==> config.mk <==
export PLATFORM = sky130hd
export DESIGN_NAME = aes_mix_columns_seq
export DESIGN_NICKNAME = d
export VERILOG_FILES = /design/src/rtl/aes_mix_columns_seq.sv
export SDC_FILE = /design/constraint.sdc
export NUM_CORES = 1
export LEC_CHECK = 0
export ABC_AREA = 1
export CAP_MARGIN = 20
export CORE_UTILIZATION = 55
export DETAILED_ROUTE_END_ITERATION = 10
export HOLD_SLACK_MARGIN = 0.03
export PLACE_DENSITY = 0.87
export SYNTH_ARGS = -nofsm -noshare
export SYNTH_HDL_FRONTEND = slang
export SYNTH_SLANG_ARGS = --single-unit
==> constraint.sdc <==
create_clock -name clk_i -period 5.4 [get_ports clk_i]
set_clock_uncertainty 0.15 [all_clocks]
set_input_delay 1.08 -clock clk_i [delete_from_list [all_inputs] [get_ports clk_i]]
set_output_delay 1.08 -clock clk_i [all_outputs]
set_load 0.02 [all_outputs]
==> src/rtl/aes_mix_columns_seq.sv <==
// aes_pkg: cipher operation encoding and the GF(2^8) helpers shared by the
// AES datapath blocks.
//
// aes_mix_columns_seq: sequential MixColumns / InvMixColumns engine for a full
// 4x4 AES state, transforming ColsPerCycle columns per clock in place.
//
// Ports:
//   clk_i        clock
//   rst_ni       asynchronous active-low reset
//   clear_i      synchronous abort; wipes state and returns to IDLE
//   op_i         CIPH_FWD / CIPH_INV, sampled on the input handshake only
//   in_valid_i   input state valid
//   in_ready_o   engine idle and able to accept a state
//   data_i       input state, [row][col]
//   out_valid_o  result valid
//   out_ready_i  consumer accepts result
//   data_o       result, [row][col]; zero whenever no result is presented
//   err_o        latched op was illegal; meaningful while out_valid_o=1

package aes_pkg;

    typedef enum logic [1:0] {
        CIPH_FWD = 2'b01,
        CIPH_INV = 2'b10
    } ciph_op_e;

    function automatic logic [7:0] aes_mul2(input logic [7:0] x);
        return {x[6:0], 1'b0} ^ (x[7] ? 8'h1b : 8'h00);
    endfunction

    function automatic logic [7:0] aes_mul4(input logic [7:0] x);
        return aes_mul2(aes_mul2(x));
    endfunction

endpackage

module aes_mix_columns_seq
    import aes_pkg::*;
#(
    parameter int ColsPerCycle = 1
) (
    input  logic                  clk_i,
    input  logic                  rst_ni,
    input  logic                  clear_i,
    input  ciph_op_e              op_i,
    input  logic                  in_valid_i,
    output logic                  in_ready_o,
    input  logic [3:0][3:0][7:0]  data_i,
    output logic                  out_valid_o,
    input  logic                  out_ready_i,
    output logic [3:0][3:0][7:0]  data_o,
    output logic                  err_o
);

    localparam int NumSteps = 4 / ColsPerCycle;
    localparam int CntW     = (NumSteps > 1) ? $clog2(NumSteps) : 1;

    if (ColsPerCycle != 1 && ColsPerCycle != 2 && ColsPerCycle != 4) begin : gen_bad_cols
        $error("aes_mix_columns_seq: ColsPerCycle must be 1, 2 or 4");
    end

    localparam logic [1:0] IDLE = 2'd0;
    localparam logic [1:0] CALC = 2'd1;
    localparam logic [1:0] DONE = 2'd2;

    logic [1:0]             fsm_q;
    logic [CntW-1:0]        cnt_q;
    logic                   inv_q;
    logic                   err_q;
    logic [3:0][3:0][7:0]   state_q;
    logic [3:0][3:0][7:0]   state_d;
    logic [1:0]             col_base;
    logic [1:0]             sel;
    logic [3:0][7:0]        col_in;
    logic [3:0][7:0]        col_out;
    logic                   last_step;
    logic                   accept;
    logic                   op_legal;

    // Inverse is done as a pre-multiply by {5,0,4,0} (rotated per row)
    // followed by the forward matrix, so both directions share one datapath.
    function automatic logic [3:0][7:0] mix_column(input logic [3:0][7:0] a,
                                                   input logic            inv);
        logic [3:0][7:0] x;
        logic [3:0][7:0] b;
        logic [7:0]      u;
        logic [7:0]      v;
        x = a;
        u = 8'h00;
        v = 8'h00;
        if (inv) begin
            u = aes_mul4(a[0] ^ a[2]);
            v = aes_mul4(a[1] ^ a[3]);
            x[0] = a[0] ^ u;
            x[1] = a[1] ^ v;
            x[2] = a[2] ^ u;
            x[3] = a[3] ^ v;
        end
        for (int i = 0; i < 4; i++) begin
            b[i] = aes_mul2(x[i]) ^ aes_mul2(x[(i + 1) % 4]) ^ x[(i + 1) % 4]
                 ^ x[(i + 2) % 4] ^ x[(i + 3) % 4];
        end
        return b;
    endfunction

    assign accept    = in_valid_i && (fsm_q == IDLE);
    assign op_legal  = (op_i == CIPH_FWD) || (op_i == CIPH_INV);
    assign col_base  = 2'(int'(cnt_q) * ColsPerCycle);
    assign last_step = (2'(col_base + 2'(ColsPerCycle - 1)) == 2'd3);

    // Only the columns selected by the counter are transformed this cycle.
    always_comb begin
        state_d = state_q;
        sel     = 2'd0;
        col_in  = '0;
        col_out = '0;
        for (int k = 0; k < ColsPerCycle; k++) begin
            sel = col_base + 2'(k);
            for (int r = 0; r < 4; r++) begin
                col_in[r] = state_q[r][sel];
            end
            col_out = mix_column(col_in, inv_q);
            for (int r = 0; r < 4; r++) begin
                state_d[r][sel] = col_out[r];
            end
        end
    end

    always_ff @(posedge clk_i or negedge rst_ni) begin
        if (!rst_ni) begin
            fsm_q <= IDLE;
            cnt_q <= '0;
            inv_q <= 1'b0;
            err_q <= 1'b0;
        end else if (clear_i) begin
            fsm_q <= IDLE;
            cnt_q <= '0;
            inv_q <= 1'b0;
            err_q <= 1'b0;
        end else begin
            case (fsm_q)
                IDLE: begin
                    if (in_valid_i) begin
                        fsm_q <= CALC;
                        cnt_q <= '0;
                        inv_q <= (op_i == CIPH_INV);
                        err_q <= !op_legal;
                    end
                end
                CALC: begin
                    if (last_step) begin
                        fsm_q <= DONE;
                        cnt_q <= '0;
                    end else begin
                        cnt_q <= cnt_q + CntW'(1);
                    end
                end
                DONE: begin
                    if (out_ready_i) begin
                        fsm_q <= IDLE;
                    end
                end
                default: fsm_q <= IDLE;
            endcase
        end
    end

    // State register is datapath only; outputs are gated by the FSM, so it
    // needs no reset. An illegal op loads zeros and leaves them untouched.
    always_ff @(posedge clk_i) begin
        if (clear_i) begin
            state_q <= '0;
        end else if (accept) begin
            state_q <= op_legal ? data_i : '0;
        end else if (fsm_q == CALC && !err_q) begin
            state_q <= state_d;
        end
    end

    assign in_ready_o  = (fsm_q == IDLE);
    assign out_valid_o = (fsm_q == DONE);
    assign data_o      = out_valid_o ? state_q : '0;
    assign err_o       = out_valid_o && err_q;

endmodule

==> impl_metrics.tcl <==
set metrics [dict create \
    status "complete, no violations" \
    worstSkewPairLatency_ns 0.44 \
    endpoint_kind "output pin" \
    core-area_um2 19530 \
    io_buffers 265 \
    p_leak_nw 6.047 \
    routabilityCongestion 1.030 \
    path_cells "inv_1 > nor2_1 > inv_4 > nor2_1 > clkdlybuf4s50_1" \
    routed_wl_mm 47.00 \
    r2r_setup_slack_ns 1.60 \
    grtUsageTotal_pct 45.45 \
    antenna_found_initial 3 \
    p_per_area_nw_per_um2 573.4 \
    syn_nets 2008 \
    die_area_um2 20530 \
    finalCoreUtilization_pct 73.45 \
    drv_cap 0 \
    cts_setup_buffers 0 \
    cp.buffers_inverters 3 \
    critPathTopFamily "buffers and inverters" \
    cp_max_fo 69 \
    fmax_mhz 262.2 \
    yosysWarnings 0 \
    final_cell_mix "nand2_1, clkdlybuf4s50_1, a21oi_1, nand3_1, inv_1" \
    avgViaCountPerCell 6.079 \
    vias 14270 \
    clockBufferDepth 2 \
    postRouteAntennaNets 0 \
    clockRootBuffer "clkbuf_16" \
    crit_arrival_ns 2.58 \
    slowest_delay_ns 0.69 \
    peakVddDrop_mv 0.3648 \
    syn_avg_cell_area_um2 5.877 \
    cts.repair.resized 0 \
    antennaDiodeCount 0 \
    total_power_mw 8.223 \
    period_needed_ns 3.815 \
    tightest_slew_ns 1.212 \
    grt_pass1_vias 13080 \
    die_y_um 143.3 \
    yosysSeqAreaShare_pct 24.71 \
    timing.final.crit_share_pct 70.64 \
    slew_viol_final 0 \
    route.detailed.drc 0 \
    wl_per_cell_um 20.03 \
    syn_inst 1868 \
    hp-start "state_q[84]" \
    dpl.hpwl_mm 33.10 \
    rsz0062_at_grt "false" \
    relSlewSlack_pct 19.02 \
    r2r_cells 17 \
    r2r_end "state_q[90]" \
    ys_types 38 \
    fillers 1648 \
    synth_seq_cells 134 \
    grt_pass1_wl_mm 71.04 \
    drtIter0Drc 2193 \
    row_count 51 \
    syn_area_um2 10980 \
    cts.clk_slew.worst_paths_ns 0.07 \
    finalSetupViolCount 0 \
    syn_to_final_growth_pct 30.64 \
    crit_path_start_kind "register" \
    fin_setup_tns_ns 0 \
    grt_max_degree 77 \
    final-seq-area_um2 2714 \
    hold_end "state_q[84]" \
    htreeDepth 4 \
    multi_input_area_um2 7058 \
    grt_overflow 0 \
    cts_tree "done" \
    start_util_pct 56.22 \
    final_common_cell "nand2_1" \
    nets 2209 \
    dr.pass1.iters 9 \
    hold_class "reg -> reg" \
    cts_sinks 134 \
    worst_path_max_delay_cell "clkdlybuf4s50_1" \
    io-pin-count 266 \
    hold_ws_ns 0.4071 \
    min_path_cells 2 \
    cts_inserted_buffers 17 \
    die_w_um 143.3 \
    path_common_cell "nor2_1" \
    final-hold-violation-count 0 \
    path_class "reg -> out" \
    r2r_start "cnt_q[0]" \
    holdBufCountCts 0 \
    drive_gt1_share_pct 8.069 \
    worstPathRequired_ns 4.17 \
]
worst register-to-register path, delay by kind of cell (launching register included):
family / cells / cell delay, ns
simple gates: 11 / 1.19
buf+inv: 3 / 0.96
xor+xnor: 2 / 0.85
flops: 1 / 0.41
compound gates: 1 / 0.17
power by group:
| group | internal [mW] | switching [mW] |
|---|---|---|
| registers | 1.20 | 0.192 |
| logic | 1.58 | 3.98 |
| clock network | 0.716 | 0.548 |
| total | 3.50 | 4.72 |
Yosys cell counts:
master | count | share of area [%]
or2_2 | 2 | 0.11
nand3_4 | 2 | 0.32
o41ai_1 | 1 | 0.080
or2_1 | 6 | 0.34
nand2_4 | 4 | 0.41
inv_1 | 173 | 5.9
xnor2_4 | 1 | 0.25
inv_4 | 1 | 0.057
xor2_2 | 10 | 1.5
a31o_2 | 1 | 0.080
a21oi_1 | 267 | 12
nor3_1 | 4 | 0.18
nand2_2 | 25 | 1.4
nor2_1 | 145 | 5.0
clkbuf_1 | 75 | 2.6
o21ai_1 | 4 | 0.18
buf_8 | 2 | 0.27
xor2_4 | 4 | 1.0
buf_2 | 12 | 0.55
nand4_1 | 15 | 0.85
dfrtp_1 | 6 | 1.4
nand2b_1 | 1 | 0.057
buf_6 | 8 | 0.82
ha_1 | 5 | 0.57
xnor2_2 | 4 | 0.59
inv_2 | 28 | 0.96
xnor2_1 | 13 | 1.0
a21oi_2 | 3 | 0.24
a211oi_1 | 2 | 0.14
nand3_2 | 17 | 1.6
a21o_1 | 1 | 0.068
dfxtp_1 | 128 | 23
nand2_1 | 530 | 18
nand3_1 | 200 | 9.1
o21ai_2 | 1 | 0.080
buf_4 | 7 | 0.48
xor2_1 | 28 | 2.2
o21ai_0 | 132 | 6.0
flip-flops by register name (all words and copies together) (netlist names):
register  flops
state_q     128
cnt_q         2
inv_q         1
err_q         1
fsm_q         2
routing by layer:
| metal | GRT usage [%] | part of all wire (%) |
|---|---|---|
| met5 | 0 | 0.070 |
| met1 | 59.50 | 37 |
| met4 | 21.50 | 4.0 |
| met3 | 12.64 | 15 |
| met2 | 68.81 | 44 |
layout make-up:
class,count,area share [%]
clock buffers,18,3.062
multi-input cells,1428,49.21
clock inverters,14,1.256
well taps,265,2.312
repair buffers,286,19.91
inverters,202,5.322
flip-flops and latches,134,18.92
stage by stage:
stage / instances / cell area (µm²) / worst slack, ns
finish: 2347 / 14340 / 1.585
global route: 2347 / 14340 / 1.422
CTS: 2346 / 14310 / 1.653
detailed placement: 2314 / 13690 / 1.813
global placement: 2314 / 13690 / 1.845
floorplan: 1868 / 10980 / 2.608
kinds of logic (layout without fill, tap and decap cells):
| logic type | Yosys count | in the layout | share of synthesized area, % |
|---|---|---|---|
| AND/OR/NAND/NOR | 951 | 951 | 37.45 |
| AO/OA/AOI/OAI | 412 | 412 | 19.06 |
| buffers and inverters | 306 | 520 | 11.61 |
| flip-flops | 134 | 134 | 24.71 |
| XOR/XNOR | 60 | 60 | 6.599 |
| adder cells (fa/ha/maj) | 5 | 5 | 0.5699 |
how the worst max path moves through the flow:
stage                from      endpoint  slack (ns)  cells past startpoint
2_1_floorplan    fsm_q[0]   data_o[117]        2.61                      5
3_3_place_gp     cnt_q[1]  state_q[104]        1.85                     15
3_5_place_dp   in_valid_i   state_q[82]        1.81                     10
4_1_cts          fsm_q[1]     data_o[3]        1.65                      6
5_1_grt          cnt_q[1]  state_q[113]        1.42                     17
6_report         fsm_q[1]    data_o[49]        1.59                      5
(Power assumes the default switching activity.)
